**src/rtl/i2c_target_regs_if.sv**
```systemverilog
// I2C pin levels plus the fabric register port of i2c_target_regs; slave modport faces the target.
interface i2c_target_regs_if;
  logic       scl_in;
  logic       sda_in;
  logic       sda_oe;
  logic       busy;
  logic       wr_strobe;
  logic [3:0] wr_addr;
  logic [7:0] wr_data;
  logic       usr_we;
  logic [3:0] usr_addr;
  logic [7:0] usr_wdata;
  logic [7:0] usr_rdata;

  modport slave (
    input  scl_in, sda_in, usr_we, usr_addr, usr_wdata,
    output sda_oe, busy, wr_strobe, wr_addr, wr_data, usr_rdata
  );

  modport master (
    output scl_in, sda_in, usr_we, usr_addr, usr_wdata,
    input  sda_oe, busy, wr_strobe, wr_addr, wr_data, usr_rdata
  );
endinterface

```
**src/rtl/i2c_target_regs.sv**
```systemverilog
// I2C target with a 16x8 register bank; I2C_TGT_GLITCH_FILTER_EN adds a FILTER_CYC-cycle filter on SCL/SDA.
// Pins seen 2 cycles after an edge (+FILTER_CYC filtered), wr_strobe 1 cycle after the 8th-bit rise; no backpressure.
module i2c_target_regs #(
  parameter logic [6:0]  DEV_ADDR   = 7'h3A,
  parameter int unsigned FILTER_CYC = 3
) (
  input logic              sys_clk,
  input logic              sys_rst_n,
  i2c_target_regs_if.slave bus
);

  if (FILTER_CYC < 1 || FILTER_CYC > 15) begin : g_filter_range
    $error("FILTER_CYC must be within 1..15");
  end

  typedef enum logic [3:0] {
    ST_IDLE, ST_ADDR, ST_ADDR_ACK, ST_PTR, ST_PTR_ACK,
    ST_WR, ST_WR_ACK, ST_RD, ST_RD_ACK, ST_WAIT_P
  } state_t;

  state_t     state, state_nxt;
  logic [1:0] scl_sync, sda_sync;
  logic       scl_s, sda_s, scl_d, sda_d;
  logic       scl_rise, scl_fall, start_det, stop_det;
  logic [2:0] bit_cnt;
  logic [7:0] shift;
  logic [7:0] byte_in;
  logic [3:0] ptr, ptr_inc;
  logic       rw;
  logic       last_bit, addr_hit;
  logic       sda_drive, i2c_we;
  logic       sda_oe_q, busy_q, wr_strobe_q;
  logic [3:0] wr_addr_q;
  logic [7:0] wr_data_q;
  logic [7:0] bank [16];

  // Bus idles high, so the synchronizers come out of reset at 1.
  always_ff @(posedge sys_clk or negedge sys_rst_n) begin
    if (!sys_rst_n) begin
      scl_sync <= 2'b11;
      sda_sync <= 2'b11;
    end else begin
      scl_sync <= {scl_sync[0], bus.scl_in};
      sda_sync <= {sda_sync[0], bus.sda_in};
    end
  end

`ifdef I2C_TGT_GLITCH_FILTER_EN
  localparam logic [3:0] FILT_LAST = 4'(FILTER_CYC - 1);
  logic [3:0] scl_cnt, sda_cnt;
  logic       scl_filt, sda_filt;

  always_ff @(posedge sys_clk or negedge sys_rst_n) begin
    if (!sys_rst_n) begin
      scl_cnt  <= '0;
      sda_cnt  <= '0;
      scl_filt <= 1'b1;
      sda_filt <= 1'b1;
    end else begin
      if (scl_sync[1] == scl_filt)  scl_cnt <= '0;
      else if (scl_cnt == FILT_LAST) begin
        scl_filt <= scl_sync[1];
        scl_cnt  <= '0;
      end else                      scl_cnt <= scl_cnt + 4'd1;
      if (sda_sync[1] == sda_filt)  sda_cnt <= '0;
      else if (sda_cnt == FILT_LAST) begin
        sda_filt <= sda_sync[1];
        sda_cnt  <= '0;
      end else                      sda_cnt <= sda_cnt + 4'd1;
    end
  end

  assign scl_s = scl_filt;
  assign sda_s = sda_filt;
`else
  assign scl_s = scl_sync[1];
  assign sda_s = sda_sync[1];
`endif

  always_ff @(posedge sys_clk or negedge sys_rst_n) begin
    if (!sys_rst_n) begin
      scl_d <= 1'b1;
      sda_d <= 1'b1;
    end else begin
      scl_d <= scl_s;
      sda_d <= sda_s;
    end
  end

  assign scl_rise  = scl_s & ~scl_d;
  assign scl_fall  = ~scl_s & scl_d;
  assign start_det = scl_s & scl_d & sda_d & ~sda_s;
  assign stop_det  = scl_s & scl_d & ~sda_d & sda_s;

  assign byte_in  = {shift[6:0], sda_s};
  assign last_bit = (bit_cnt == 3'd7);
  assign addr_hit = (byte_in[7:1] == DEV_ADDR);
  assign ptr_inc  = ptr + 4'd1;

  always_ff @(posedge sys_clk or negedge sys_rst_n) begin
    if (!sys_rst_n) state <= ST_IDLE;
    else            state <= state_nxt;
  end

  always_comb begin
    state_nxt = state;
    if (stop_det)       state_nxt = ST_IDLE;
    else if (start_det) state_nxt = ST_ADDR;
    else if (scl_rise) begin
      case (state)
        ST_ADDR:     if (last_bit) state_nxt = addr_hit ? ST_ADDR_ACK : ST_WAIT_P;
        ST_ADDR_ACK: state_nxt = rw ? ST_RD : ST_PTR;
        ST_PTR:      if (last_bit) state_nxt = ST_PTR_ACK;
        ST_PTR_ACK:  state_nxt = ST_WR;
        ST_WR:       if (last_bit) state_nxt = ST_WR_ACK;
        ST_WR_ACK:   state_nxt = ST_WR;
        ST_RD:       if (last_bit) state_nxt = ST_RD_ACK;
        ST_RD_ACK:   state_nxt = sda_s ? ST_WAIT_P : ST_RD;
        default:     ;
      endcase
    end
  end

  // Level the target wants on SDA for the bit that starts at the next SCL fall.
  always_comb begin
    sda_drive = 1'b0;
    case (state)
      ST_ADDR_ACK, ST_PTR_ACK, ST_WR_ACK: sda_drive = 1'b1;
      ST_RD:                              sda_drive = ~shift[7];
      default:                            ;
    endcase
    i2c_we = (state == ST_WR) && scl_rise && last_bit;
  end

  always_ff @(posedge sys_clk or negedge sys_rst_n) begin
    if (!sys_rst_n) begin
      bit_cnt     <= '0;
      shift       <= '0;
      ptr         <= '0;
      rw          <= 1'b0;
      sda_oe_q    <= 1'b0;
      busy_q      <= 1'b0;
      wr_strobe_q <= 1'b0;
      wr_addr_q   <= '0;
      wr_data_q   <= '0;
    end else begin
      wr_strobe_q <= i2c_we;
      if (i2c_we) begin
        wr_addr_q <= ptr;
        wr_data_q <= byte_in;
      end
      if (stop_det)      sda_oe_q <= 1'b0;
      else if (scl_fall) sda_oe_q <= sda_drive;
      if (stop_det)                                        busy_q <= 1'b0;
      else if (scl_rise && state == ST_ADDR && last_bit)   busy_q <= addr_hit;
      if (start_det) bit_cnt <= '0;
      else if (scl_rise) begin
        case (state)
          ST_ADDR: begin
            shift   <= byte_in;
            bit_cnt <= bit_cnt + 3'd1;
            if (last_bit) rw <= sda_s;
          end
          ST_PTR: begin
            shift   <= byte_in;
            bit_cnt <= bit_cnt + 3'd1;
            if (last_bit) ptr <= byte_in[3:0];
          end
          ST_WR: begin
            shift   <= byte_in;
            bit_cnt <= bit_cnt + 3'd1;
            if (last_bit) ptr <= ptr_inc;
          end
          ST_ADDR_ACK: if (rw) shift <= bank[ptr];
          ST_RD: begin
            shift   <= {shift[6:0], 1'b0};
            bit_cnt <= bit_cnt + 3'd1;
          end
          ST_RD_ACK: if (!sda_s) begin
            ptr   <= ptr_inc;
            shift <= bank[ptr_inc];
          end
          default: ;
        endcase
      end
    end
  end

  // Same-index collision: the I2C byte wins and the fabric write is dropped.
  always_ff @(posedge sys_clk or negedge sys_rst_n) begin
    if (!sys_rst_n) begin
      for (int i = 0; i < 16; i++) bank[i] <= '0;
    end else begin
      for (int i = 0; i < 16; i++) begin
        if (i2c_we && ptr == 4'(i))                      bank[i] <= byte_in;
        else if (bus.usr_we && bus.usr_addr == 4'(i))    bank[i] <= bus.usr_wdata;
      end
    end
  end

  assign bus.sda_oe    = sda_oe_q;
  assign bus.busy      = busy_q;
  assign bus.wr_strobe = wr_strobe_q;
  assign bus.wr_addr   = wr_addr_q;
  assign bus.wr_data   = wr_data_q;
  assign bus.usr_rdata = bank[bus.usr_addr];

endmodule

```
**src/flat_wrapper.sv**
```systemverilog
// flat-port wrapper written by rule: the top's interface ports become plain ports
module i2c_target_regs_flat 
#(
  parameter logic [6:0]  DEV_ADDR   = 7'h3A,
  parameter int unsigned FILTER_CYC = 3
)
  (sys_clk, sys_rst_n, bus_scl_in, bus_sda_in, bus_usr_we, bus_usr_addr, bus_usr_wdata, bus_sda_oe, bus_busy, bus_wr_strobe, bus_wr_addr, bus_wr_data, bus_usr_rdata);
  i2c_target_regs_if bus_i ();
  input logic sys_clk;
  input logic sys_rst_n;
  input wire logic [$bits(bus_i.scl_in)-1:0] bus_scl_in;
  input wire logic [$bits(bus_i.sda_in)-1:0] bus_sda_in;
  input wire logic [$bits(bus_i.usr_we)-1:0] bus_usr_we;
  input wire logic [$bits(bus_i.usr_addr)-1:0] bus_usr_addr;
  input wire logic [$bits(bus_i.usr_wdata)-1:0] bus_usr_wdata;
  output wire logic [$bits(bus_i.sda_oe)-1:0] bus_sda_oe;
  output wire logic [$bits(bus_i.busy)-1:0] bus_busy;
  output wire logic [$bits(bus_i.wr_strobe)-1:0] bus_wr_strobe;
  output wire logic [$bits(bus_i.wr_addr)-1:0] bus_wr_addr;
  output wire logic [$bits(bus_i.wr_data)-1:0] bus_wr_data;
  output wire logic [$bits(bus_i.usr_rdata)-1:0] bus_usr_rdata;
  assign bus_i.scl_in = bus_scl_in;
  assign bus_i.sda_in = bus_sda_in;
  assign bus_i.usr_we = bus_usr_we;
  assign bus_i.usr_addr = bus_usr_addr;
  assign bus_i.usr_wdata = bus_usr_wdata;
  assign bus_sda_oe = bus_i.sda_oe;
  assign bus_busy = bus_i.busy;
  assign bus_wr_strobe = bus_i.wr_strobe;
  assign bus_wr_addr = bus_i.wr_addr;
  assign bus_wr_data = bus_i.wr_data;
  assign bus_usr_rdata = bus_i.usr_rdata;
  i2c_target_regs #(.DEV_ADDR(DEV_ADDR), .FILTER_CYC(FILTER_CYC)) u_core (.sys_clk(sys_clk), .sys_rst_n(sys_rst_n), .bus(bus_i));
endmodule
```
**config.mk**
```make
export PLATFORM = sky130hd
export DESIGN_NAME = i2c_target_regs_flat
export DESIGN_NICKNAME = d
export VERILOG_FILES = /design/src/rtl/i2c_target_regs_if.sv /design/src/rtl/i2c_target_regs.sv /design/src/flat_wrapper.sv
export SDC_FILE = /design/constraint.sdc
export NUM_CORES = 1
export LEC_CHECK = 0
export BUFFER_PORTS_ARGS = -buffer_cell sky130_fd_sc_hd__buf_2
export CORE_MARGIN = 3
export CORE_UTILIZATION = 60
export CTS_CLUSTER_DIAMETER = 40
export DETAILED_ROUTE_END_ITERATION = 6
export PLACE_DENSITY = 0.76
export SYNTH_ARGS = -nofsm -noshare
export SYNTH_HDL_FRONTEND = slang
export SYNTH_SLANG_ARGS = --single-unit
```
**constraint.sdc**
```tcl
create_clock -name sys_clk -period 5.7 [get_ports sys_clk]
set_input_delay 1.425 -clock sys_clk [delete_from_list [all_inputs] [get_ports sys_clk]]
set_output_delay 1.425 -clock sys_clk [all_outputs]
set_load 0.03 [all_outputs]
```
# Word level (Yosys, flattened, before mapping)
# Cells that the tools add are included.
# op_classes
addsub	2
n_lt_le_gt_ge	3
eq_ne	48
n_mux	67
bitwise	16
reduce_logical	71
# op_table
operator	n
2-to-1 mux 8 bit	40
binary-select mux 8 bit (select 4 bit)	3
== test 4 bit, second input constant	17
== test 4 x 3 -> 1 bit, second input constant	12
2-to-1 mux 4 bit	12
nonzero test 2 bit	20
logical AND 1 bit	36
one-hot mux 8 bit (4 select lines)	1
one-hot mux 4 bit (7 select lines)	1
== test 4 x 2 -> 1 bit, second input constant	6
!= test 4 x 1 -> 1 bit, second input constant	4
>= comparator 5 bit, second input constant	3
inverter 4 -> 5 bit	3
== test 4 x 1 -> 1 bit, second input constant	3
2-to-1 mux 3 bit	4
one-hot mux 4 bit (3 select lines)	1
AND reduction 6 bit	2
nonzero test 9 bit	1
zero test 4 bit	2
bitwise AND 1 bit	7
== test 7 x 6 -> 1 bit, second input constant	1
!= test 2 x 1 -> 1 bit, second input constant	3
inverter 1 bit	6
nonzero test 3 bit	2
13 further kinds	17
# totals
register_bits	169
input_bits	17
output_inout_bits	23
wordCells	237

# Logic depth before layout (Yosys ltp)
# depth
ltp_word	7
mapped_depth	11
mapped_depth_nobuf	7

# Least setup slack after synthesis
# OpenSTA, ideal clock, no wires.
# synth_timing
path_type	input -> output
from	in bus_usr_addr[1]
to	out bus_usr_rdata[0]
t_arrival_ns	2.869
required_ns	4.275
slack_ns	1.406
stages	4
path_buffers	2
path_cell_list	buf_6 buf_4 mux4_2 mux4_2
# synth_between
elab_chain_len	4
# synth_rtl
item	line_no	text
start: declaration	flat_wrapper.sv:14	input wire logic [$bits(bus_i.usr_addr)-1:0] bus_usr_addr;
inverter 4 -> 5 bit (not written as such)	i2c_target_regs.sv:206	assign bus.usr_rdata = bank[bus.usr_addr];
binary-select mux 8 bit (select 4 bit)	i2c_target_regs.sv:206	
2-to-1 mux 8 bit (not written as such) (2 in series)	i2c_target_regs.sv:206	
end: declaration	flat_wrapper.sv:21	output wire logic [$bits(bus_i.usr_rdata)-1:0] bus_usr_rdata;
# No other way between the ends. The select of a mux whose other input is x is not followed.

# Final worst setup path
# layout_timing
from	in bus_usr_addr[0]
to	out bus_usr_rdata[0]
# Same word-level chain as after synthesis.

==> results_dict.tcl <==
set metrics [dict create \
    outcome "finished, violations left" \
    violations "design-rule violations" \
    ioPinCount 40 \
    first_pass_iters 7 \
    start_kind "primary input" \
    slew_violations 0 \
    placed_cells 1192 \
    setup_viol 0 \
    postCtsSetupBuffers 0 \
    diodes 0 \
    clk_latency_ns 0.44 \
    min_path_type "flip-flop to flip-flop" \
    p_leak_nw 4.56 \
    fin_crit_ns 4.72 \
    regToRegSetupSlack_ns 2.72 \
    synthArstFlopShare_pct 100 \
    max_freq_mhz 212 \
    vias_per_cell 7.23 \
    setup.worst_path.class "primary input to output port" \
    io_buffers 39 \
    worst_hold_slack_ns 0.358 \
    synth_sequential_area_ratio_pct 37.6 \
    timing.slew.headroom_pct 30.1 \
    grt-ovfl-total 0 \
    drive_above_1_share_pct 21.7 \
    peakVddDrop_uv 266 \
    total_power_mw 4.69 \
    cts_tree "done" \
    worstReg2RegEnd "u_core.bank[74]$_DFFE_PN0P_" \
    dr.first_iter.drc_count 1556 \
    hold_viol 0 \
    yosysUniqueCellTypes 57 \
    dp_hpwl_mm 22.1 \
    synthCells 1012 \
    routed_wl_mm 33.5 \
    cts_resized 0 \
    pwr_density_cell_nw_per_um2 392 \
    synth_edf_count 0 \
    initial_core_util_pct 62.0 \
    yosys_warnings 0 \
    dr.max_layer_used "met4" \
    wl_met2_mm 14.4 \
    multi_input_area_sq_um 6570 \
    avgRoutedWirePerCell_um 27.4 \
    grt_max_degree 114 \
    r2r_cells 5 \
    fp-row-count 49 \
    final_core_util_pct 65.7 \
    grtUsageTotal_pct 34.2 \
    cp.required_ns 4.28 \
    fillCellCount 1358 \
    ys_ff_latch 169 \
    cts_buffers 17 \
    coreArea_sq_um 18200 \
    syn_area_sq_um 11300 \
    tightest_slew_ns 1.05 \
    crit_fanout 39 \
    cts_hold_buf 0 \
    finalCritPeriodShare_pct 82.9 \
    fin_skew_ns 0.0107 \
    first_global_vias 8590 \
    rsz0062_at_grt "no" \
    antenna_found_initial 0 \
    holdPathStages 0 \
    clk_pin_slew_ns 0.07 \
    grt_pass1_wl_mm 52.5 \
    critPathCaptureType "output port" \
    vias 8844 \
    cts_max_path_buffers 2 \
    synthFlopType "dfrtp_1" \
    syn_avg_cell_area_sq_um 11.1 \
    root_buffer "clkbuf_16" \
    die_height_um 143 \
    die_w_um 143 \
    ant_nets 0 \
    wl_met1_mm 12.9 \
    syn2layout_area_growth_pct 6.11 \
    die_area_sq_um 20500 \
    synth_fp_nets 1035 \
    fin_tns_setup_ns 0 \
    seqCellArea_sq_um 4240 \
    crit_path_start "bus_usr_addr[0]" \
    cts_sinks 169 \
    fin_cells 1224 \
    fin_nets 1005 \
    crit_end "bus_usr_rdata[0]" \
    remaining_drc_errors 5 \
    maxCapViolations 0 \
    cts_htree_levels 4 \
    place_congestion 0.961 \
    critPathArrivalTime_ns 3.30 \
    wl_met3_mm 4.95 \
    r2r-start "u_core.state[0]$_DFFE_PN0P_" \
]
## worst max-delay path, cell delays in order
cell	delay, ns
buf_2	0.69
mux4_2	0.42
mux4_2	0.53
buf_2	0.21
## metal layers
layer / vias to the layer above / global-route usage, %
li1: 3731 / -
met2: 730 / 47.2
met5: - / 0
met1: 4282 / 50.3
met4: 0 / 13.5
met3: 101 / 11.3
## cells in the mapped netlist, types with 5 or more instances
library cell  count  area share, %
dfrtp_1         163             36
o22ai_1           9           0.50
clkbuf_1         36            1.2
o22a_1            8           0.62
nor2_2            9           0.50
buf_1             7           0.23
mux4_2           88             18
ha_1              6           0.67
or3_1             5           0.28
nand2_1          19           0.63
buf_4            10           0.67
buf_2            35            1.6
mux2i_1         182             16
mux2_2           13            1.3
nand3_4           5           0.78
a21oi_1         135            6.0
nor2b_1           9           0.50
nand2b_1         11           0.61
dfstp_2           6            1.4
nand4_1           8           0.44
nand3_1          19           0.84
a22oi_1          24            1.6
nor2_1          141            4.7
## cell type report
class	count	area share, %
clock buffers	19	3.78
clock inverters	13	1.08
inverters	2	0.0627
multi-input cells	745	54.9
flip-flops and latches	169	35.4
well taps	229	2.39
repair buffers	47	2.39
## flip-flops by register name, summed over array words and instances, names as in the netlist, 2 cells and up
name / flops
u_core.bus.wr_addr: 4
u_core.shift: 8
u_core.bit_cnt: 3
u_core.bus.wr_data: 8
u_core.bank: 128
u_core.state: 4
u_core.ptr: 4
u_core.scl_sync: 2
u_core.sda_sync: 2
## worst min-delay path by stage
stage | start | slack, ns | to
6_report | u_core.scl_sync[0]$_DFF_PN1_ | 0.36 | u_core.scl_sync[1]$_DFF_PN1_
3_3_place_gp | u_core.scl_sync[0]$_DFF_PN1_ | 0.35 | u_core.scl_sync[1]$_DFF_PN1_
2_1_floorplan | u_core.scl_sync[0]$_DFF_PN1_ | 0.35 | u_core.scl_sync[1]$_DFF_PN1_
5_1_grt | u_core.scl_sync[0]$_DFF_PN1_ | 0.36 | u_core.scl_sync[1]$_DFF_PN1_
4_1_cts | u_core.scl_sync[0]$_DFF_PN1_ | 0.36 | u_core.scl_sync[1]$_DFF_PN1_
3_5_place_dp | u_core.sda_sync[0]$_DFF_PN1_ | 0.35 | u_core.sda_sync[1]$_DFF_PN1_
## layout by cell type (no fill, tap or decap), types with 3 or more instances in the layout
master,count
inv_6,4
nor2_1,141
or3_1,5
nand4_4,4
nand2b_1,11
nor2_2,9
and2_1,3
nand3b_1,4
o31ai_1,3
a21oi_1,135
inv_8,4
nand4_1,8
nand2_1,19
dfrtp_1,161
nor2b_1,9
nand3_1,19
buf_4,6
a22oi_1,24
nor3_1,4
o22ai_1,9
o22a_1,8
clkbuf_16,17
mux4_2,88
dfstp_2,6
o21ai_0,4
nand3_4,5
mux2i_1,182
nor3b_1,3
ha_1,6
buf_2,38
mux2_2,13
## kinds of logic after synthesis
| kind of cell | count (synthesis) | share of synthesized area (%) |
|---|---|---|
| compound gates | 193 | 9.82 |
| simple gates | 259 | 12.2 |
| xor+xnor | 4 | 0.477 |
| mux | 283 | 35.0 |
| buf+inv | 98 | 4.29 |
| fa+ha+maj | 6 | 0.665 |
| flops | 169 | 37.6 |
## through the flow
stage	instance area [sq um]	setup slack [ns]
after global placement	11400	1.11
final	12000	0.977
after global routing	12000	0.935
after floorplan	11300	1.41
after CTS	12000	1.02
after detailed placement	11400	1.02
## power by group
part | internal (mW) | switching [mW] | total (mW)
registers | 1.46 | 0.539 | 2.00
logic | 0.767 | 0.763 | 1.53
clock network | 0.604 | 0.553 | 1.16
Note: power is estimated with default switching activity, not from simulation.
